## config.mk

```make
export PLATFORM = sky130hd
export DESIGN_NAME = rrf_freelist_manager
export DESIGN_NICKNAME = d
export VERILOG_FILES = /design/src/rtl/rrf_freelist_manager.sv
export SDC_FILE = /design/constraint.sdc
export NUM_CORES = 1
export LEC_CHECK = 0
export CORE_UTILIZATION = 50
export DETAILED_ROUTE_END_ITERATION = 10
export GPL_TIMING_DRIVEN = 0
export PLACE_DENSITY = 0.86
export SYNTH_ARGS = -nofsm -noshare
export SYNTH_HDL_FRONTEND = slang
export SYNTH_SLANG_ARGS = --single-unit
```

## constraint.sdc

```tcl
create_clock -name clk -period 3.7 [get_ports clk]
set_input_delay 0.37 -clock clk [delete_from_list [all_inputs] [get_ports clk]]
set_output_delay 0.37 -clock clk [all_outputs]
set_load 0.005 [all_outputs]
```

## src/rtl/rrf_freelist_manager.sv

```systemverilog
// Rename-register-file free-list manager: hands out up to two destination tags per cycle,
// reclaims retired tags, and rewinds on misprediction. Macro RRF_FREELIST_BYPASS_EN enables same-cycle reuse.
`ifndef RRF_NUM
`define RRF_NUM 64
`endif
`ifndef RRF_SEL
`define RRF_SEL 6
`endif

module rrf_freelist_manager #(
    parameter int RRF_NUM = `RRF_NUM,
    parameter int RRF_SEL = `RRF_SEL
) (
    input  logic               clk,
    input  logic               reset,
    input  logic               req1_i,
    input  logic               req2_i,
    input  logic               stall_dp_i,
    input  logic [1:0]         com_inst_num_i,
    input  logic               prmiss_i,
    output logic [RRF_SEL-1:0] rrftag1_o,
    output logic [RRF_SEL-1:0] rrftag2_o,
    output logic               allocatable_o,
    output logic [RRF_SEL:0]   freenum_o
);

    localparam logic [RRF_SEL:0] FULL_COUNT = (RRF_SEL+1)'(RRF_NUM);

    logic [RRF_SEL-1:0] rrfptr;
    logic [RRF_SEL-1:0] comptr;
    logic [RRF_SEL:0]   freenum;
    logic [1:0]         reqnum;
    logic [1:0]         alloc_num;
    logic [RRF_SEL+1:0] avail;
    logic [RRF_SEL-1:0] comptr_next;

    assign reqnum = {1'b0, req1_i} + {1'b0, req2_i};

    // One extra bit so freenum + commits cannot overflow when bypass is enabled.
`ifdef RRF_FREELIST_BYPASS_EN
    assign avail = {1'b0, freenum} + (RRF_SEL+2)'(com_inst_num_i);
`else
    assign avail = {1'b0, freenum};
`endif

    assign allocatable_o = (avail >= (RRF_SEL+2)'(reqnum));
    assign alloc_num     = (allocatable_o && !stall_dp_i && !prmiss_i) ? reqnum : 2'd0;

    assign rrftag1_o   = rrfptr;
    assign rrftag2_o   = req1_i ? rrfptr + RRF_SEL'(1) : rrfptr;
    assign freenum_o   = freenum;
    assign comptr_next = comptr + RRF_SEL'(com_inst_num_i);

    always_ff @(posedge clk or posedge reset) begin
        if (reset) begin
            rrfptr  <= '0;
            comptr  <= '0;
            freenum <= FULL_COUNT;
        end else begin
            comptr <= comptr_next;
            // A flush drops every uncommitted tag, so the free list refills completely.
            if (prmiss_i) begin
                rrfptr  <= comptr_next;
                freenum <= FULL_COUNT;
            end else begin
                rrfptr  <= rrfptr + RRF_SEL'(alloc_num);
                freenum <= freenum - (RRF_SEL+1)'(alloc_num) + (RRF_SEL+1)'(com_inst_num_i);
            end
        end
    end

endmodule

```

==> flow_summary.ini <==
[critical_path]
critPathCaptureType = register
worst_path_dominant_cell_family = adder cells
path_class = in2reg
path_cells = clkdlybuf4s50_1, ha_1, ha_1, and4b_1, o21ai_1, nand4_1, and3_1, fa_1, inv_1, fa_1, a21oi_1, o21ba_2, xnor2_1, nor2_1
cp_slowest_cell = fa_1
crit_path_max_fanout = 4
crit-reg2reg-launch = freenum_o[0]
max_stage_delay_ps = 490
crit_path_start_kind = primary input
timing.critical_path.required_ps = 3910
cp.arrival_ps = 3630
cp-startpoint = req2_i
critPathBufInv = 2

[final_layout]
footprint_of_the_multi_input_gates_um2 = 843
design.final.nets = 205
number_of_antenna_diodes = 0
areaGrowthSynthToFinish_pct = 23.8
final.fill_count = 231
sequential_cell_area_um2 = 477
final_layout_size_suffix_gt1_frac = 0.0872

[min_path]
worst_hold_path_class = reg2reg
hp-start = comptr[5]

[clock_network]
numCtsBuffers = 3
post-cts-setup-buffers = 0
post_cts_resize_count = 0
clock_tree_from_tritoncts = done
clk_path_buf_depth = 2
clk_pin_slew_worst_paths_ps = 120
cts.hold.buffers_added = 0
clock_tree.root_cell = clkbuf_4
numClockSinks = 19
insertion_delay_ps = 310
htree_levels = 1

[global_routing]
via_count_of_the_first_global_routing_pass = 1173
antenna_violations_before_repair = 0
grt.overflow.total = 0
globalRouteMet2Util = 0.392
wire_length_of_the_first_global_routing_pass_um = 5010
busiest_layer = met2
gr-usage-met1 = 0.232
grtUsageTotal = 0.206
grt_max_degree = 20
grt_util_met3 = 0.0445

[placement]
finalWeightedCongestion = 0.798
dpl.hpwl_um = 2210
port-buffer-count = 27
place_worst_setup_slack_ps = -208

[die]
fp.dieArea_um2 = 3050
initial_core_util = 0.552
io_pins = 28
core_region_area_um2 = 2570
die_x_um = 55.2
die_h_um = 55.2
rows = 18

[logic_synthesis]
synth_mux_area_frac = 0.0309
synth_enable_flop_cells = 0
largest_family_of_logic_cells_by_synthesized_area = adder cells
flip_flop_and_latch_count_after_synthesis = 19
post_synth_main_area_contributors = dfrtp_1 32%, ha_1 18%, xnor2_1 7.4%, fa_1 5.6%, inv_1 5.0%
yosysSeqAreaShare = 0.336
yosys.area.top_type_share = 0.318
synthesis.nets = 173
netlist.top_cell.by_area = dfrtp_1
syn-mean-instance-area_um2 = 10.1
synth_adder_area_share = 0.233
post-synth-top-count-cell = ha_1
compound_gate_portion_of_the_synthesized_area = 0.0830
netlist_instances = 141
synth_simple_gate_area_frac = 0.149
syn_area_um2 = 1420
post_synth_most_frequent_cells = 20 x ha_1, 19 x inv_1, 18 x dfrtp_1, 12 x xnor2_1
async_reset_ff_frac = 1.00
synth-xor-area-share = 0.0989
synth_flop_cell = dfrtp_1
yosysWarnings = 0
synthDistinctLibCells = 35

[sta]
final_critical_path_share_of_the_clock_period = 0.925
fmaxAchievable_ghz = 0.292
maxSlewViolCount = 0
report.final.hold_viol_count = 0
totalNegativeSetupSlack_ps = 0
fin_worst_setup_slack_ps = 276
unrepaired_setup_endpoints_after_global_routing = false
setup_violations = 0
finalHoldWorstSlack_ps = 469
max-slew-margin-rel = 0.506
min_cycle_time_layout_ps = 3420
clock_skew_ps = 2.35
max_slew.worst_pin.slew_ps = 740

[routing]
via_count = 1102
detail_route.drc_violations = 0
via_per_inst = 5.46
postRouteAntennaNets = 0
route.final.wire_length_um = 2770
detail_route.first_pass.iterations = 4
wire_per_inst_um = 13.7
dr.first_iter.drc_count = 14

[power]
cellLeakagePower_nw = 0.809
power_density_nw_per_um2 = 788
vdd_ir_drop_max_mv = 0.552

[status]
outcome = complete, no violations

[run]
maxCapViolCount = 0
power by group:
group / leakage (nW) / switching (mW) / internal (mW) / total, mW
sequential: 0.230 / 0.0849 / 0.311 / 0.396
combinational: 0.562 / 0.392 / 0.482 / 0.874
clock: 0.0177 / 0.0727 / 0.0404 / 0.113
worst register-to-register path: stages, from the launching register on:
cell,delay [ps]
dfrtp_1,400
inv_1,90
ha_1,230
and4b_1,190
o21ai_1,110
nand4_1,190
and3_1,260
fa_1,490
inv_1,70
fa_1,460
a21oi_1,170
o21ba_2,180
xnor2_1,120
nor2_1,50
area by class of cell:
| type | instances | area share |
|---|---|---|
| multi-input combinational | 99 | 0.480 |
| sequential | 19 | 0.272 |
| timing repair buffer | 27 | 0.155 |
| inverter | 19 | 0.0406 |
| tap | 30 | 0.0214 |
| buffer | 4 | 0.0150 |
| clock buffer | 3 | 0.0128 |
| clock inverter | 1 | 0.00285 |
final timing paths:
check / cells after the start / slack [ps] / end
setup / recovery: 14 / 280 / freenum_o[4]
hold / removal: 1 / 470 / comptr[5]
setup reg to reg: 13 / 580 / freenum_o[4]
hold reg to reg: 1 / 470 / comptr[5]
max in group asynchronous: 2 / 2770 / comptr[0]
min in group asynchronous: 2 / 480 / freenum_o[4]
per-layer routing:
| layer | vias up | wire [um] |
|---|---|---|
| met5 | - | 0 |
| met1 | 528 | 1140 |
| met3 | 7 | 103 |
| met2 | 31 | 1500 |
| met4 | 0 | 27 |
| li1 | 536 | - |
placed cells by master, fill, tap and decap left out, types with 4 or more instances in the layout:
cell type / n
inv_1: 19
ha_1: 20
nand4_1: 4
clkdlybuf4s50_1: 26
dfrtp_1: 18
nand2_1: 8
xnor2_1: 12
xor2_1: 4
o21ai_0: 6
nor2_1: 8
fa_1: 4
registers in the layout, indices dropped and copies added (netlist names):
signal,cells
comptr,6
freenum_o,7
rrftag1_o,6
cell families after synthesis:
logic type	after synthesis
xor+xnor	16
buf+inv	23
fa+ha+maj	24
flops	19
simple gates	38
mux	4
compound gates	17
through the flow:
step	instances	total power, mW	cell area [um^2]	util
after floorplan	141	0.927	1420	-
after global placement	198	1.24	1730	0.672
after detailed placement	198	1.27	1730	0.672
after CTS	202	1.39	1750	0.683
after global routing	202	1.51	1760	0.684
final	202	1.38	1760	0.684
(Power assumes the default switching activity.)
